[src/rtl/multi_event_counter_pkg.sv]
// avc_cnt_pkg: shared constants and helpers for the multi-channel event counter.
//   CNT_WRAP / CNT_SAT  : overflow mode (SAT parameter)
//   EV_LEVEL / EV_EDGE  : event mode (EDGE parameter)
//   slice_lo()          : low bit index of a channel inside a packed CH*W bus
package avc_cnt_pkg;

    localparam int unsigned CNT_WRAP = 0;
    localparam int unsigned CNT_SAT  = 1;
    localparam int unsigned EV_LEVEL = 0;
    localparam int unsigned EV_EDGE  = 1;

    function automatic int unsigned slice_lo(input int unsigned idx, input int unsigned width);
        return idx * width;
    endfunction

endpackage

[src/rtl/multi_event_counter_cnt_channel.sv]
// cnt_channel: one W-bit event counter channel.
// Optional feature macro: STIM_SYNC_EN (adds a 2-flop synchroniser on stim).
// Ports:
//   clk, rst         clock, synchronous active-high reset
//   en               count enable
//   stim             stimulus level
//   clr              synchronous clear (count, hit, ovf); drops this cycle's event
//   target [W-1:0]   terminal-count compare value
//   count  [W-1:0]   current count
//   hit              sticky: an increment produced target
//   ovf              sticky: an increment was attempted at all-ones
module cnt_channel
    import avc_cnt_pkg::*;
#(
    parameter int unsigned W    = 6,
    parameter int unsigned SAT  = CNT_WRAP,
    parameter int unsigned EDGE = EV_EDGE
) (
    input  logic         clk,
    input  logic         rst,
    input  logic         en,
    input  logic         stim,
    input  logic         clr,
    input  logic [W-1:0] target,
    output logic [W-1:0] count,
    output logic         hit,
    output logic         ovf
);

    logic         stim_s;
    logic         stim_q;
    logic         ev;
    logic         inc;
    logic         at_max;
    logic [W-1:0] nxt;

`ifdef STIM_SYNC_EN
    logic sync1;
    logic sync2;

    always_ff @(posedge clk) begin
        if (rst) begin
            sync1 <= 1'b0;
            sync2 <= 1'b0;
        end else begin
            sync1 <= stim;
            sync2 <= sync1;
        end
    end

    always_comb stim_s = sync2;
`else
    always_comb stim_s = stim;
`endif

    generate
        if (EDGE == EV_EDGE) begin : g_edge
            always_comb ev = stim_s & ~stim_q;
        end else begin : g_level
            always_comb ev = stim_s;
        end
    endgenerate

    always_comb begin
        inc    = en & ev & ~clr;
        at_max = (count == '1);
        if (at_max) begin
            nxt = (SAT == CNT_SAT) ? count : '0;
        end else begin
            nxt = count + W'(1);
        end
    end

    // stim_q tracks the (possibly synchronised) stimulus every cycle so that
    // toggling en or clr never manufactures an edge.
    always_ff @(posedge clk) begin
        if (rst) begin
            stim_q <= 1'b0;
            count  <= '0;
            hit    <= 1'b0;
            ovf    <= 1'b0;
        end else begin
            stim_q <= stim_s;
            if (clr) begin
                count <= '0;
                hit   <= 1'b0;
                ovf   <= 1'b0;
            end else if (inc) begin
                count <= nxt;
                if (at_max) begin
                    ovf <= 1'b1;
                end
                if (nxt == target) begin
                    hit <= 1'b1;
                end
            end
        end
    end

endmodule

[src/rtl/multi_event_counter.sv]
// multi_event_counter: CH independent W-bit stimulus event counters with
// shared terminal-count target. Optional feature macro: STIM_SYNC_EN.
// Ports:
//   clk, rst            clock, synchronous active-high reset
//   en                  global count enable
//   stim  [CH-1:0]      per-channel stimulus level
//   clr   [CH-1:0]      per-channel synchronous clear
//   target[W-1:0]       common terminal-count value
//   count [CH*W-1:0]    packed counts, channel i at [i*W +: W]
//   hit   [CH-1:0]      sticky terminal-count flags
//   ovf   [CH-1:0]      sticky overflow / saturation flags
module multi_event_counter
    import avc_cnt_pkg::*;
#(
    parameter int unsigned CH   = 2,
    parameter int unsigned W    = 6,
    parameter int unsigned SAT  = CNT_WRAP,
    parameter int unsigned EDGE = EV_EDGE
) (
    input  logic            clk,
    input  logic            rst,
    input  logic            en,
    input  logic [CH-1:0]   stim,
    input  logic [CH-1:0]   clr,
    input  logic [W-1:0]    target,
    output logic [CH*W-1:0] count,
    output logic [CH-1:0]   hit,
    output logic [CH-1:0]   ovf
);

    generate
        for (genvar i = 0; i < CH; i++) begin : g_ch
            cnt_channel #(
                .W    (W),
                .SAT  (SAT),
                .EDGE (EDGE)
            ) u_ch (
                .clk    (clk),
                .rst    (rst),
                .en     (en),
                .stim   (stim[i]),
                .clr    (clr[i]),
                .target (target),
                .count  (count[slice_lo(i, W) +: W]),
                .hit    (hit[i]),
                .ovf    (ovf[i])
            );
        end
    endgenerate

endmodule

[config.mk]
export PLATFORM = sky130hd
export DESIGN_NAME = multi_event_counter
export DESIGN_NICKNAME = d
export VERILOG_FILES = /design/src/rtl/multi_event_counter_pkg.sv /design/src/rtl/multi_event_counter_cnt_channel.sv /design/src/rtl/multi_event_counter.sv
export SDC_FILE = /design/constraint.sdc
export NUM_CORES = 1
export LEC_CHECK = 0
export ABC_AREA = 0
export BUFFER_PORTS_ARGS = -buffer_cell sky130_fd_sc_hd__buf_2
export CELL_PAD_IN_SITES_DETAIL_PLACEMENT = 1
export CELL_PAD_IN_SITES_GLOBAL_PLACEMENT = 1
export CORE_UTILIZATION = 35
export CTS_CLUSTER_SIZE = 25
export DETAILED_ROUTE_END_ITERATION = 6
export PLACE_DENSITY = 0.82
export SLEW_MARGIN = 30
export SYNTH_ARGS = -nofsm -noshare
export SYNTH_HDL_FRONTEND = slang
export SYNTH_SLANG_ARGS = --single-unit
[constraint.sdc]
create_clock -name clk -period 1.7 [get_ports clk]
set_input_delay 0.34 -clock clk [delete_from_list [all_inputs] [get_ports clk]]
set_output_delay 0.34 -clock clk [all_outputs]
set_load 0.02 [all_outputs]
# Yosys cells after proc, flatten, opt, wreduce, memory -nomap -nowiden
# Cells that the tools add are included.
[word_totals] register_bits=18 latchBits=0 ram_bits=0 rom_bits=0 inputBits=13 output_inout_bits=16 word_cells=32 memories=0
[classes] n_addsub=2 mul=0 n_div=0 magnitude_cmp=0 eq_ne=4 shift=0 muxes=2 bitwise=10 n_reduce_logical=6
[op_table] op="6-bit by 1-bit adder with 6-bit output, second input constant" n=2
[op_table] op="6-bit equality test" n=2
[op_table] op="6-bit equality test, second input constant" n=2
[op_table] op="6-bit 2-to-1 mux" n=2
[op_table] op="2-bit AND reduction" n=4
[op_table] op="1-bit bitwise AND" n=6
[op_table] op="1-bit inverter" n=4
[op_table] op="2-bit OR reduction" n=2

# Logic depth before layout (Yosys ltp)
# Gate-level depths: netlist (run 1).
[depth] word_depth=5 mapped_depth=7 mapped_depth_nobuf=6

# Hierarchy
# A second synthesis (run 1) with hierarchy kept.
[unflattened] hier_cells=138 hier_area_um2=1156.1
[by_module_without_submodules] mod="cnt_channel" n_inst=2 cells_each=69 area_each_um2=578.1 seq_area_each_um2=180.2

# Least setup slack after synthesis (run 1)
# Ideal clock, no wire load.
[synth_path] kind="register -> register" from="register g_ch[0].u_ch.count[0]" to="register g_ch[0].u_ch.hit" setup_ns=0.075 t_arrival_ns=1.830 required_time_ns=1.625 slack_ns=-0.205 stages_incl_launch_ff=8 path_buffers=1 period_less_slack_ns=1.905 path_cell_list="dfxtp_1 -> ha_1 -> clkbuf_2 -> nand3_1 -> a311oi_1 -> a21oi_1 -> or4_1 -> o22ai_1"
[synth_between] elab_chain_len=4 word_cells_on_any_way=5 cone_classes="add/sub: 1; eq/ne: 2; mux: 1; reduce/logical: 1"
[synth_lines] item="start, declared" line="multi_event_counter_cnt_channel.sv:25" rtl="output logic [W-1:0] count,"
[synth_lines] item="start signal, assigned" line="multi_event_counter_cnt_channel.sv:89" rtl="count <= nxt;"
[synth_lines] item="6-bit by 1-bit adder with 6-bit output / 6-bit equality test (equally long branches)" line="multi_event_counter_cnt_channel.sv:70, multi_event_counter_cnt_channel.sv:66"
[synth_lines] item="6-bit 2-to-1 mux (*)" line="multi_event_counter_cnt_channel.sv:67" rtl="if (at_max) begin"
[synth_lines] item="6-bit equality test (*)" line="multi_event_counter_cnt_channel.sv:93" rtl="if (nxt == target) begin"
[synth_lines] item="2-bit AND reduction (no source line) (*)"
[synth_lines] item="end signal, assigned" line="multi_event_counter_cnt_channel.sv:80" rtl="hit <= 1'b0;"
[synth_lines] item="end signal, assigned" line="multi_event_counter_cnt_channel.sv:86" rtl="hit <= 1'b0;"
[synth_lines] item="end signal, assigned" line="multi_event_counter_cnt_channel.sv:94" rtl="hit <= 1'b1;"
[synth_lines] item="end, declared" line="multi_event_counter_cnt_channel.sv:26" rtl="output logic hit,"
# Every way passes the cells marked *; elsewhere a longest branch is shown, timed or not.
# A chain may end at the register's enable or synchronous reset.

# Final worst setup path (run 1)
[layout_path] from="register g_ch[0].u_ch.count[1]" to="register g_ch[0].u_ch.hit"
[layout_between] elab_chain_len=4 word_cells_on_any_way=5 cone_classes="add/sub: 1; eq/ne: 2; mux: 1; reduce/logical: 1"
[layout_lines] item="6-bit by 1-bit adder with 6-bit output / 6-bit equality test (equally long branches)" line="multi_event_counter_cnt_channel.sv:70, multi_event_counter_cnt_channel.sv:66"
[layout_lines] item="6-bit 2-to-1 mux (*)" line="multi_event_counter_cnt_channel.sv:67"
[layout_lines] item="named net g_ch[0].u_ch.nxt[1]" line="multi_event_counter_cnt_channel.sv:35" rtl="logic [W-1:0] nxt;"
[layout_lines] item="6-bit equality test (*)" line="multi_event_counter_cnt_channel.sv:93"
[layout_lines] item="2-bit AND reduction (no source line) (*)"
# Mark *: on every way through the listed nets, which the timed path passes. The rest lies on a longest branch.

==> results of run 1 <==
critical path: stages (launching register included):
cell and delay [ns]:
dfxtp_4 0.37, ha_4 0.24, xnor2_1 0.15, nand4_1 0.18, or4_1 0.50, o22ai_1 0.13
cell families after synthesis:
family	after synthesis	share of synthesized area, %
AOI/OAI and AO/OA	46	24.1
buffers and inverters	25	11.2
and+or+nand+nor	63	26.1
muxes	2	1.63
xor gates and xnor gates	11	7.40
adders and majority gates	2	1.92
DFF	18	27.7
cell usage after synthesis, drive strengths merged:
cell      n
and2b     1
o211ai    1
or3       4
nand4     4
a211oi    1
and3      4
o21ai     9
xnor2     6
mux2      1
ha        2
dfxtp    18
clkbuf    4
buf      15
o221ai    2
a221o     1
nand2    14
nand3     8
o2111ai   1
nor2     14
nor3      5
nor2b     2
a2111o    1
a41oi     2
o211a     1
nor4bb    1
a22oi     1
a21boi    1
a31oi     1
a21oi    14
nand3b    2
or2       2
a21o      1
nand2b    1
o311ai    1
or4       1
a311oi    3
inv       6
o22ai     2
xor2      5
a2111oi   1
mux2i     1
o32ai     2
routing by layer:
layer	track usage [%]	routed length, µm	vias up
met4	11.9	125	0
met3	4.38	219	15
met2	39.0	2040	44
met1	26.3	1810	689
met5	0	0	-
li1	-	-	671
power groups by stage:
stage	clock network [mW]	registers (mW)	logic, mW
floorplan	0	0.435	0.0490
global placement	0	0.433	0.0872
detailed placement	0	0.433	0.0919
CTS	0.333	0.423	0.0930
global route	0.350	0.423	0.103
finish	0.326	0.423	0.0944
final cells by class:
cell class	instances	area (µm²)	share of cell area, %
Multi-Input combinational cell	124	842	51.0
Inverter	6	22.5	1.36
Timing Repair Buffer	50	309	18.7
Tap cell	46	57.6	3.48
Clock buffer	4	45.0	2.73
Sequential cell	18	375	22.7
sequential cells by signal, indices dropped and copies added, names as in the netlist:
register          cells
g_ch.u_ch.hit         2
g_ch.u_ch.count      12
g_ch.u_ch.stim_q      2
g_ch.u_ch.ovf         2
worst max path at each step:
stage / to / start / cells past startpoint / slack, ns
after floorplan: g_ch[0].u_ch.hit$_SDFFE_PP0P_ / g_ch[0].u_ch.count[0]$_SDFFE_PP0P_ / 7 / -0.007
after global placement: g_ch[0].u_ch.hit$_SDFFE_PP0P_ / g_ch[0].u_ch.count[1]$_SDFFE_PP0P_ / 6 / 0.08
after detailed placement: g_ch[0].u_ch.hit$_SDFFE_PP0P_ / g_ch[0].u_ch.count[1]$_SDFFE_PP0P_ / 6 / 0.01
after CTS: g_ch[0].u_ch.hit$_SDFFE_PP0P_ / g_ch[0].u_ch.count[1]$_SDFFE_PP0P_ / 6 / 0.001
after global routing: g_ch[0].u_ch.hit$_SDFFE_PP0P_ / g_ch[0].u_ch.count[1]$_SDFFE_PP0P_ / 6 / -0.05
final: g_ch[0].u_ch.hit$_SDFFE_PP0P_ / g_ch[0].u_ch.count[1]$_SDFFE_PP0P_ / 5 / 0.06
what timing repair did:
action / 4_1_cts / 5_1_grt
endpoints found under the setup margin: 1 / 3
setup buffers: 0 / 3
pin swaps: 1 / 4
hold buffers: 0 / 0
gates resized for setup: 1 / 9
per-stage QoR:
stage | hold WS [ns] | utilization, % | power (mW) | TNS [ns] | worst slack, ns
global placement | 0.448 | 45.0 | 0.520 | 0 | 0.0798
CTS | 0.268 | 46.5 | 0.849 | 0 | 0.00115
detailed placement | 0.457 | 45.0 | 0.525 | 0 | 0.0144
global route | 0.293 | 48.0 | 0.877 | -0.0469 | -0.0469
floorplan | 0.412 | - | 0.484 | -0.00671 | -0.00671
finish | 0.269 | 48.0 | 0.843 | 0 | 0.0560
==> reports/qor.csv, run 1 <==
stage,metric,value,unit
synth,syn_inst,167,
layout,final_cell_mix,"buf_2 (28), buf_4 (21), nor2_1 (14), nand2_1 (13), a21oi_1 (13)",
synth,synth_area,1300,µm²
power,swShare,25.4,%
routing,wl,4190,µm
routing,vias_per_cell,5.72,
cts,cts_tree,done,
critical_path,ff2ff_path_depth,5,
routing,drc_errors,0,
routing,wl_per_cell,16.9,µm
timing,finalSetupViolations,0,
cts,clk_latency,0.26,ns
floorplan,core-area,3440,µm²
timing,rsz0062_at_grt,true,
synth,yosysTopAreaCellShare,27.7,%
power,p_clk_share,38.6,%
synth,ys_warn_count,0,
synth,ys_seq_area_share,27.7,%
power,combPwrFrac,11.2,%
layout,nFillCells,449,
timing,finalCritPeriodShare,96.7,%
timing,slew_headroom,66.2,%
critical_path,cp.arrival,1.84,ns
hold_path,holdCritStartpoint,rst,
power,p_per_area,511,nW/µm²
layout,fin_nets,218,
timing,maxSlewViolCount,0,
power,p_int,629,µW
floorplan,die_h,63.0,µm
layout,layout-drive-gt1-share,36.6,%
cts,htree_levels,1,
layout,fin_cells,248,
hold_path,hold_path_class,in2reg,
synth,synth_seq_cells,18,
floorplan,die_area,3970,µm²
placement,place_inst,241,
routing,dr.pass1.iters,4,
critical_path,required,1.89,ns
global_route,grt_pass1_vias,1546,
critical_path,cp_max_fo,4,
global_route,track_usage,22.7,%
cts,clkTransAtPathRegs,0.07,ns
floorplan,start_util,37.8,%
critical_path,setup.worst_path.class,reg2reg,
power,p_seq_share,50.2,%
timing,fmax,608,MHz
timing,min_period,1.64,ns
timing,timing_hold_violations_final,0,
routing,postRouteAntennaNets,0,
cts,cts-root-buf,clkbuf_8,
floorplan,fp.dieW,63.0,µm
power,power_leakage,0.635,nW
cts,cts_buffer_depth,2,
cts,clock-sinks,18,
synth,synth_fp_nets,182,
global_route,grt_first_pass_wirelength,7160,µm
synth,avgSynthCellArea,7.79,µm²
placement,gp_congestion,0.839,
timing,worst_slew_pin_slew,0.506,ns
layout,stdcell_area,1650,µm²
critical_path,worstReg2RegStart,g_ch[0].u_ch.count[1]$_SDFFE_PP0P_,
cts,cts_made_buffers,3,
layout,final_common_cell,buf_2,
critical_path,r2r-end,g_ch[0].u_ch.hit$_SDFFE_PP0P_,
global_route,overflow,0,
routing,drtIter0Drc,62,
critical_path,startpoint_type,register,
placement,port_buffers,28,
layout,antennaDiodeCount,0,
synth,yosysTopAreaCell,dfxtp_1,
hold_path,min_path_cells,2,
hold_path,min_to,g_ch[0].u_ch.stim_q$_SDFF_PP0_,
floorplan,ios,29,
global_route,antenna_found_initial,0,
critical_path,reg2reg_slack,0.06,ns
floorplan,rows,21,
synth,synthTopCellsByArea,"dfxtp_1 (28%), a21oi_1 (5.4%), buf_4 (4.0%)",
layout,area_growth,26.9,%
power,ir_drop,0.268,mV
timing,finClkSkew,0.00146,ns
outcome,outcome,"complete, no violations",
placement,hpwl,3120,µm
routing,num_vias,1419,
global_route,grt_max_degree,12,
synth,ys_types,50,
run,maxCapViolations,0,
critical_path,end_kind,register,
power,switchingPower,214,µW
placement,placed_area,1550,µm²
No activity file was read; power rests on OpenSTA's default activity.
==> run 2, diff against run 1 <==
--- a/config.mk
+++ b/config.mk
@@ -9,10 +9,10 @@
 export BUFFER_PORTS_ARGS = -buffer_cell sky130_fd_sc_hd__buf_2
 export CELL_PAD_IN_SITES_DETAIL_PLACEMENT = 1
 export CELL_PAD_IN_SITES_GLOBAL_PLACEMENT = 1
-export CORE_UTILIZATION = 35
+export CORE_UTILIZATION = 42
 export CTS_CLUSTER_SIZE = 25
 export DETAILED_ROUTE_END_ITERATION = 6
-export PLACE_DENSITY = 0.82
+export PLACE_DENSITY = 0.91
 export SLEW_MARGIN = 30
 export SYNTH_ARGS = -nofsm -noshare
 export SYNTH_HDL_FRONTEND = slang
==> constraint.sdc (replaced) <==
create_clock -name clk -period 2.1 [get_ports clk]
set_input_delay 0.42 -clock clk [delete_from_list [all_inputs] [get_ports clk]]
set_output_delay 0.42 -clock clk [all_outputs]
set_load 0.02 [all_outputs]
==> run 2 against run 1 <==
The run now ends with DRC left. Hold slack improved by 0.036 ns. Clock-buffer cell count is 1 lower. Final cell count down 13%. Critical path type unchanged. Critical endpoint is now g_ch[1].u_ch.hit$_SDFFE_PP0P_. Largest cell class unchanged.
==> reports/qor.csv, run 2 (synthesis results as in run 1) <==
stage,metric,value,unit
critical_path,crit_family,compound AO/OA/AOI/OAI gates,
global_route,grt_pass1_vias,1311,
layout,layout-drive-gt1-share,24.7,%
cts,clk_latency,0.30,ns
layout,fin_cells,217,
floorplan,die_h,57.7,µm
power,p_per_area,415,nW/µm²
layout,final_util,50.6,%
critical_path,slowest_delay,0.49,ns
routing,postRouteAntennaNets,0,
outcome,violations,DRC,
routing,wl,3740,µm
cts,cts_tree,done,
routing,vias_per_cell,6.07,
floorplan,ios,29,
cts,cts_hold_buf,0,
global_route,track_usage,23.9,%
timing,fin_setup_tns,0,ns
global_route,grt_first_pass_wirelength,6170,µm
timing,fmax,518,MHz
routing,num_vias,1318,
placement,place_inst,214,
placement,gp_congestion,0.927,
placement,pre_cts_ws,0.121,ns
floorplan,start_util,45.6,%
critical_path,critPathSlowestCell,dfxtp_1,
layout,final_common_cell,buf_2,
critical_path,path_buf_inv,1,
power,ir_drop,0.351,mV
routing,dr.pass1.iters,6,
critical_path,end_kind,register,
cts,cts_setup_buffers,0,
cts,clock-sinks,18,
timing,min_period,1.93,ns
routing,wl_per_cell,17.2,µm
routing,drtIter0Drc,65,
layout,antennaDiodeCount,0,
power,power,599,µW
timing,finalCritPeriodShare,91.9,%
global_route,overflow,0,
layout,nFillCells,389,
critical_path,cp_cell_sequence,"ha_1, buf_4, nand2_1, a22oi_1, o21ai_0, a2111o_1, o22ai_2",
timing,timing_hold_violations_final,0,
floorplan,fp.dieW,57.7,µm
placement,port_buffers,28,
timing,slew_headroom,64.5,%
timing,worst_slack,0.170,ns
timing,finalSetupViolations,0,
critical_path,required,2.34,ns
routing,drc_errors,2,
timing,rsz0062_at_grt,false,
timing,finClkSkew,0.00106,ns
global_route,grt_max_degree,13,
hold_path,hold_path_class,in2reg,
cts,cts-root-buf,clkbuf_4,
cts,htree_levels,1,
cts,cts_made_buffers,3,
run,maxCapViolations,0,
layout,stdcell_area,1440,µm²
floorplan,rows,19,
timing,worst_slew_pin_slew,0.519,ns
cts,clkTransAtPathRegs,0.11,ns
critical_path,cp.arrival,2.17,ns
timing,holdWs,0.306,ns
layout,final_cell_mix,"buf_2 (28), dfxtp_1 (17), nor2_1 (14), nand2_1 (14), a21oi_1 (14)",
critical_path,setup.worst_path.class,reg2reg,
power,power_leakage,0.558,nW
layout,registers.top_by_ff_count,g_ch.u_ch.count,
layout,largest_register_ffs,12,
global_route,antenna_found_initial,0,
timing,maxSlewViolCount,0,
floorplan,core-area,2850,µm²
layout,fin_nets,203,
layout,area_growth,10.9,%
critical_path,startpoint_type,register,
floorplan,die_area,3320,µm²
critical_path,cp_max_fo,10,
placement,placed_area,1410,µm²
placement,hpwl,2710,µm
outcome,outcome,"complete, but fails checks",
cts,cts_buffer_depth,2,
-- run 2: cell types whose count changed in the layout (fill, tap and decap cells not counted), sizes merged --
| cell | before | now |
|---|---|---|
| buf | 50 | 35 |
| clkbuf | 4 | 3 |
-- run 2: final timing paths --
check                                     startpoint                              to  slack, ns  depth (start not counted)
hold reg to reg        g_ch[0].u_ch.ovf$_SDFFE_PP0P_   g_ch[0].u_ch.ovf$_SDFFE_PP0P_       0.47                          2
setup reg to reg  g_ch[1].u_ch.count[1]$_SDFFE_PP0P_   g_ch[1].u_ch.hit$_SDFFE_PP0P_       0.17                          7
setup / recovery  g_ch[1].u_ch.count[1]$_SDFFE_PP0P_   g_ch[1].u_ch.hit$_SDFFE_PP0P_       0.17                          7
hold / removal                                   rst  g_ch[0].u_ch.stim_q$_SDFF_PP0_       0.31                          2
-- run 2: power by group --
group          internal (mW)  switching [mW]
combinational         0.0291          0.0413
clock                 0.0670           0.116
sequential             0.344         0.00165
total                  0.440           0.159
-- run 2: worst reg2reg max path, delay by kind of cell (launching register included) --
family,cells,cell delay (ns)
AOI/OAI and AO/OA,4,0.80
adders and majority gates,1,0.29
buffers and inverters,1,0.20
DFF,1,0.49
and+or+nand+nor,1,0.09
-- run 2: what timing repair did --
action,4_1_cts,5_1_grt
endpoints found under the setup margin,0,1
hold endpoints to repair,0,0
resized for setup,0,3
-- run 2: cell type report --
| cell class | instances | area, µm² | area share, % |
|---|---|---|---|
| well taps | 31 | 38.8 | 2.69 |
| repair buffers | 35 | 193 | 13.4 |
| flip-flops and latches | 18 | 362 | 25.1 |
| multi-input cells | 124 | 805 | 55.8 |
| clock buffers | 3 | 22.5 | 1.56 |
| inverters | 6 | 22.5 | 1.56 |
-- run 2: per-layer routing --
layer	track usage, %	up-vias	routed length, µm	share of wire, %
met5	0	-	0	0
met1	31.3	634	1690	45
li1	-	640	-	-
met2	41.2	42	1890	51
met4	6.80	0	12	0.32
met3	3.35	2	146	3.9
